[src/rtl/amem_pkg.sv]
// amem_pkg: shared widths and state encodings for the A-memory port controller
package amem_pkg;
  localparam int AMEM_ADDR_W = 10;
  localparam int AMEM_DATA_W = 32;
  typedef enum logic {PH_RD, PH_WR} phase_e;
  typedef enum logic [1:0] {OWN_NONE, OWN_CPU, OWN_SPY} owner_e;
endpackage

[src/rtl/amem_port_ctl_if.sv]
// amem_port_ctl_if: A-memory RAM port bus (shared address, read/write enables, data)
interface amem_port_ctl_if
  import amem_pkg::*;
();
  logic [AMEM_ADDR_W-1:0] aadr;
  logic arp;
  logic awp;
  logic [AMEM_DATA_W-1:0] l;
  logic [AMEM_DATA_W-1:0] amem;
  modport master (output aadr, output arp, output awp, output l, input amem);
  modport slave (input aadr, input arp, input awp, input l, output amem);
endinterface

[src/rtl/amem_wb_buf.sv]
// amem_wb_buf: one-entry write-back buffer with pending-address hit detect
module amem_wb_buf
  import amem_pkg::*;
#(
  parameter int ADDR_W = AMEM_ADDR_W,
  parameter int DATA_W = AMEM_DATA_W
) (
  input  logic clk,
  input  logic reset,
  input  logic drain,
  input  logic wb_valid,
  input  logic [ADDR_W-1:0] wb_adr,
  input  logic [DATA_W-1:0] wb_data,
  input  logic [ADDR_W-1:0] rd_adr,
  output logic wb_ready,
  output logic pend_v,
  output logic [ADDR_W-1:0] pend_adr,
  output logic [DATA_W-1:0] pend_data,
  output logic hit
);
  logic accept;
  assign wb_ready = reset || !pend_v || drain;
  assign accept = wb_valid && wb_ready;
  assign hit = pend_v && pend_adr == rd_adr;
  // an accept during a draining clock refills the entry behind the outgoing write
  always_ff @(posedge clk) begin
    pend_v <= !reset && (accept || (pend_v && !drain));
    if (accept) begin
      pend_adr <= wb_adr;
      pend_data <= wb_data;
    end
  end
endmodule

[src/rtl/amem_port_ctl.sv]
// amem_port_ctl: A-memory access controller; alternates RD/WR phases on the shared
// RAM address, buffers one write-back, forwards pending data and serves spy reads.
module amem_port_ctl
  import amem_pkg::*;
#(
  parameter int ADDR_W = AMEM_ADDR_W,
  parameter int DATA_W = AMEM_DATA_W
) (
  input  logic clk,
  input  logic reset,
  input  logic src_rd,
  input  logic [ADDR_W-1:0] src_adr,
  output logic [DATA_W-1:0] a_out,
  output logic a_valid,
  input  logic wb_valid,
  input  logic [ADDR_W-1:0] wb_adr,
  input  logic [DATA_W-1:0] wb_data,
  output logic wb_ready,
  input  logic cpu_halt,
  input  logic spy_req,
  input  logic [ADDR_W-1:0] spy_adr,
  output logic [DATA_W-1:0] spy_data,
  output logic spy_ack,
  amem_port_ctl_if.master ram
);
  phase_e ph;
  owner_e own;
  logic spy_gnt, cpu_gnt, rd_en, wr_en, hit, pend_v, pass, spy_busy;
  logic [ADDR_W-1:0] rd_adr, pend_adr, aadr_q, aadr;
  logic [DATA_W-1:0] pend_data, pass_data, result, a_q, spy_q;
  amem_wb_buf #(.ADDR_W(ADDR_W), .DATA_W(DATA_W)) u_buf (
    .clk(clk), .reset(reset), .drain(ph == PH_WR),
    .wb_valid(wb_valid), .wb_adr(wb_adr), .wb_data(wb_data),
    .rd_adr(rd_adr), .wb_ready(wb_ready), .pend_v(pend_v),
    .pend_adr(pend_adr), .pend_data(pend_data), .hit(hit)
  );
  assign spy_gnt = !reset && ph == PH_RD && cpu_halt && spy_req && !spy_busy;
  assign cpu_gnt = !reset && ph == PH_RD && src_rd && !spy_gnt;
  assign rd_en = spy_gnt || cpu_gnt;
  assign rd_adr = spy_gnt ? spy_adr : src_adr;
  assign wr_en = !reset && ph == PH_WR && pend_v;
  always_comb begin
    aadr = reset ? '0 : rd_en ? rd_adr : wr_en ? pend_adr : aadr_q;
    ram.aadr = aadr;
    ram.arp = rd_en;
    ram.awp = wr_en;
    ram.l = wr_en ? pend_data : '0;
    result = pass ? pass_data : ram.amem;
    a_valid = !reset && ph == PH_WR && own == OWN_CPU;
    spy_ack = !reset && ph == PH_WR && own == OWN_SPY;
    a_out = a_valid ? result : a_q;
    spy_data = spy_ack ? result : spy_q;
  end
  // spy_busy stays set after the ack until spy_req is seen low, so a held request reads once
  always_ff @(posedge clk) begin
    if (reset) begin
      ph <= PH_RD;
      own <= OWN_NONE;
      pass <= 1'b0;
      spy_busy <= 1'b0;
      aadr_q <= '0;
      a_q <= '0;
      spy_q <= '0;
    end else begin
      ph <= ph == PH_RD ? PH_WR : PH_RD;
      own <= spy_gnt ? OWN_SPY : cpu_gnt ? OWN_CPU : OWN_NONE;
      pass <= rd_en && hit;
      spy_busy <= spy_gnt || (spy_busy && (spy_req || own == OWN_SPY));
      aadr_q <= aadr;
      a_q <= a_out;
      spy_q <= spy_data;
    end
    if (rd_en) pass_data <= pend_data;
  end
endmodule

[src/flat_wrapper.sv]
// flat-port wrapper written by rule: the top's interface ports become plain ports
module amem_port_ctl_flat import amem_pkg::*;
#(
  parameter int ADDR_W = AMEM_ADDR_W,
  parameter int DATA_W = AMEM_DATA_W
)
  (clk, reset, src_rd, src_adr, a_out, a_valid, wb_valid, wb_adr, wb_data, wb_ready, cpu_halt, spy_req, spy_adr, spy_data, spy_ack, ram_aadr, ram_arp, ram_awp, ram_l, ram_amem);
  amem_port_ctl_if ram_i ();
  input  logic clk;
  input  logic reset;
  input  logic src_rd;
  input  logic [ADDR_W-1:0] src_adr;
  output logic [DATA_W-1:0] a_out;
  output logic a_valid;
  input  logic wb_valid;
  input  logic [ADDR_W-1:0] wb_adr;
  input  logic [DATA_W-1:0] wb_data;
  output logic wb_ready;
  input  logic cpu_halt;
  input  logic spy_req;
  input  logic [ADDR_W-1:0] spy_adr;
  output logic [DATA_W-1:0] spy_data;
  output logic spy_ack;
  output wire logic [$bits(ram_i.aadr)-1:0] ram_aadr;
  output wire logic [$bits(ram_i.arp)-1:0] ram_arp;
  output wire logic [$bits(ram_i.awp)-1:0] ram_awp;
  output wire logic [$bits(ram_i.l)-1:0] ram_l;
  input wire logic [$bits(ram_i.amem)-1:0] ram_amem;
  assign ram_aadr = ram_i.aadr;
  assign ram_arp = ram_i.arp;
  assign ram_awp = ram_i.awp;
  assign ram_l = ram_i.l;
  assign ram_i.amem = ram_amem;
  amem_port_ctl #(.ADDR_W(ADDR_W), .DATA_W(DATA_W)) u_core (.clk(clk), .reset(reset), .src_rd(src_rd), .src_adr(src_adr), .a_out(a_out), .a_valid(a_valid), .wb_valid(wb_valid), .wb_adr(wb_adr), .wb_data(wb_data), .wb_ready(wb_ready), .cpu_halt(cpu_halt), .spy_req(spy_req), .spy_adr(spy_adr), .spy_data(spy_data), .spy_ack(spy_ack), .ram(ram_i));
endmodule
[config.mk]
export PLATFORM = sky130hd
export DESIGN_NAME = amem_port_ctl_flat
export DESIGN_NICKNAME = d
export VERILOG_FILES = /design/src/rtl/amem_pkg.sv /design/src/rtl/amem_port_ctl_if.sv /design/src/rtl/amem_wb_buf.sv /design/src/rtl/amem_port_ctl.sv /design/src/flat_wrapper.sv
export SDC_FILE = /design/constraint.sdc
export NUM_CORES = 1
export LEC_CHECK = 0
export BUFFER_PORTS_ARGS = -buffer_cell sky130_fd_sc_hd__buf_2
export CAP_MARGIN = 10
export CORE_ASPECT_RATIO = 1.75
export CORE_MARGIN = 1
export CORE_UTILIZATION = 50
export CTS_CLUSTER_SIZE = 12
export DETAILED_ROUTE_END_ITERATION = 10
export PLACE_DENSITY = 0.9
export RECOVER_POWER = 100
export SLEW_MARGIN = 20
export SYNTH_ARGS = -nofsm -noshare
export SYNTH_HDL_FRONTEND = slang
export SYNTH_HIERARCHICAL = 1
export SYNTH_SLANG_ARGS = --single-unit
[constraint.sdc]
create_clock -name clk -period 2.4 [get_ports clk]
set_input_delay 0.48 -clock clk [delete_from_list [all_inputs] [get_ports clk]]
set_output_delay 0.48 -clock clk [all_outputs]
set_load 0.005 [all_outputs]
==> results_dict.tcl <==
set metrics [dict create \
    outcome "complete, but fails checks" \
    failed_checks "negative setup slack" \
    antenna_found_initial 0 \
    worst_pin_slew_ps 587 \
    cp.buffers_inverters 2 \
    critical_path_class "flop to output port" \
    relSlewSlack 0.597 \
    yosys_warnings 6 \
    finalSetupViolCount 3 \
    fillers 796 \
    synth-async-reset-ratio 0 \
    ios 211 \
    initial_core_util 0.511 \
    first_global_vias 5209 \
    hold_viol_final 0 \
    die_x_um 87.2 \
    rsz0062_at_grt "yes" \
    via_per_inst 5.56 \
    synthTopCellsByArea "edfxtp_1 (35%), dfxtp_1 (25%), a211oi_1 (7.6%)" \
    insertion_delay_ps 420 \
    drive_gt1_frac 0.487 \
    cts_made_buffers 17 \
    grt.overflow.total 0 \
    ys_types 30 \
    power_density_nw_per_um2 644 \
    synth_simple_gate_area_frac 0.103 \
    dp_hpwl_um 11900 \
    dieArea_um2 13200 \
    clock_skew_ps 9.05 \
    synth-compound-area-share 0.158 \
    antenna_cells 0 \
    cts_tree "yes" \
    synth_xor_xnor_area_share 0.0138 \
    hold_buffers 0 \
    synthCells 554 \
    grt_usage 0.258 \
    cp_cell_sequence "buf_12, mux2i_1, a21oi_1, buf_2" \
    max_cap_viol_count 0 \
    endpoint_kind "output port" \
    mostFrequentLayoutCell "buf_2" \
    grt_pass1_wl_um 25200 \
    vdd_drop_max_mv 0.517 \
    critPathMaxStageDelay_ps 560 \
    cts_root_buffer "clkbuf_16" \
    worstPathRequired_ps 1920 \
    antenna_left 0 \
    cts.htree.levels 4 \
    drt-initial-drc-count 398 \
    hp-class "input pin to flop" \
    drt_drc_violations_left 0 \
    num_rows 54 \
    synth_fa_ha_area_frac 0 \
    fin_nets 925 \
    period_minus_slack_ps 2450 \
    cts_buffer_depth 2 \
    wl_per_cell_um 18.7 \
    synth_top_area_cell "edfxtp_1" \
    synth_area_um2 6360 \
    fin_crit_sh 1.02 \
    max_clock_freq_ghz 0.407 \
    wirelength_um 18900 \
    clk_pin_slew_ps 70 \
    drt-pass1-iter-count 7 \
    routabilityCongestion 0.858 \
    cp-start-kind "flop" \
    r2r_slack_ps 230 \
    cts.sinks 154 \
    synth_nets 654 \
    synth_top_area_frac 0.350 \
    core_area_um2 12400 \
    final-seq-area_um2 3840 \
    ys.flop_type "dfxtp_1" \
    synth-seq-cells 154 \
    synth-edff-count 74 \
    path_max_fanout 32 \
    synth_area_per_cell_um2 11.5 \
    crit_family "multiplexers" \
    finalMaxSlewViolations 0 \
    p_leak_nw 3.81 \
    fp.dieH_um 151 \
    fin_ws_ps -54.1 \
    ys_seq_area_frac 0.602 \
    portBuffers 210 \
    critPathArrivalTime_ps 1970 \
    vias 5591 \
    syn_to_final_growth_pct 46.9 \
    whs_ps 237 \
    multi_input_area_um2 2550 \
    layout_common_cells "buf_2 (211), dfxtp_1 (76), edfxtp_1 (74)" \
    place_ws_ps 58.6 \
    synth.area.mux_share 0.0839 \
    synth_top_family_by_area "compound AO/OA/AOI/OAI gates" \
    cpMaxStageDelayCell "mux2i_1" \
    grt_max_degree 44 \
]
-- metal layers --
| layer | vias up | track usage | wire (um) |
|---|---|---|---|
| met2 | 249 | 0.485 | 10400 |
| met1 | 2677 | 0.262 | 6620 |
| met3 | 54 | 0.0561 | 1080 |
| met5 | - | 0 | 0 |
| met4 | 0 | 0.131 | 797 |
| li1 | 2611 | - | - |
-- where the power goes --
group,internal [mW],switching (mW)
logic,0.273,0.304
registers,2.87,0.0499
clock network,1.37,1.15
-- worst register-to-register path: cells and delay by family (launching register included) --
kind	cells	cell delay, ps
and+or+nand+nor	5	870
DFF	1	370
muxes	1	340
xor gates and xnor gates	1	340
buffers and inverters	2	200
-- through the flow --
stage                     TNS [ps]  utilization  instances  total power [mW]  instance area, um2
after floorplan                  0            -        554              3.20                6360
after global placement           0        0.646        946              3.45                8030
after detailed placement         0        0.646        946              3.47                8030
after CTS                    -3.13        0.706        984              5.97                8780
after global routing          -668        0.751       1006              6.20                9340
final                        -70.1        0.751       1006              6.01                9340
-- repair_timing --
action,4_1_cts,5_1_grt
pin swaps,7,6
resized for setup,15,72
setup buffers,2,13
gates cloned,4,9
setup endpoints to repair,36,65
-- worst paths after layout --
check / from / to / depth (start not counted)
min: wb_data[15] / u_core/u_buf/pend_data[15] / 1
min reg2reg: u_core/u_buf/pend_data[11] / u_core/pass_data[11] / 0
max: u_core/pass / spy_data[6] / 4
max reg2reg: u_core/spy_busy / u_core/pass / 9
-- synthesized netlist by cell type, types with 2 or more instances --
master     number
clkbuf_1       23
xnor2_1        10
edfxtp_1       74
nor4bb_1        2
a2111oi_1       8
a211oi_1       64
nor2_1         77
a2111oi_0      12
nor3_1         10
and2_1         33
mux2i_1        42
nand4_1         2
buf_2          20
o21ai_0         2
inv_1           5
buf_6           2
a21oi_1        66
and3b_1         2
mux2_2         10
dfxtp_1        80
-- cells by family (layout without fill, tap and decap cells) --
kind of cell,count (synthesis),in the layout
xor gates and xnor gates,10,10
muxes,52,52
DFF,154,154
and+or+nand+nor,134,134
buffers and inverters,52,336
AOI/OAI and AO/OA,152,152
-- sequential cells by signal, summed over array words and instances, names as in the netlist, 2 cells and up --
register,count
u_core/pass_data,32
u_core/a_q,32
u_core/spy_q,32
u_core/aadr_q,10
u_core/u_buf/pend_adr,10
u_core/own,2
u_core/u_buf/pend_data,32
-- area by class of cell --
class	instances	area share
flip-flops and latches	154	0.411
multi-input cells	348	0.274
repair buffers	299	0.231
clock buffers	17	0.0456
well taps	168	0.0225
clock inverters	15	0.0141
inverters	5	0.00201
(Power assumes the default switching activity.)
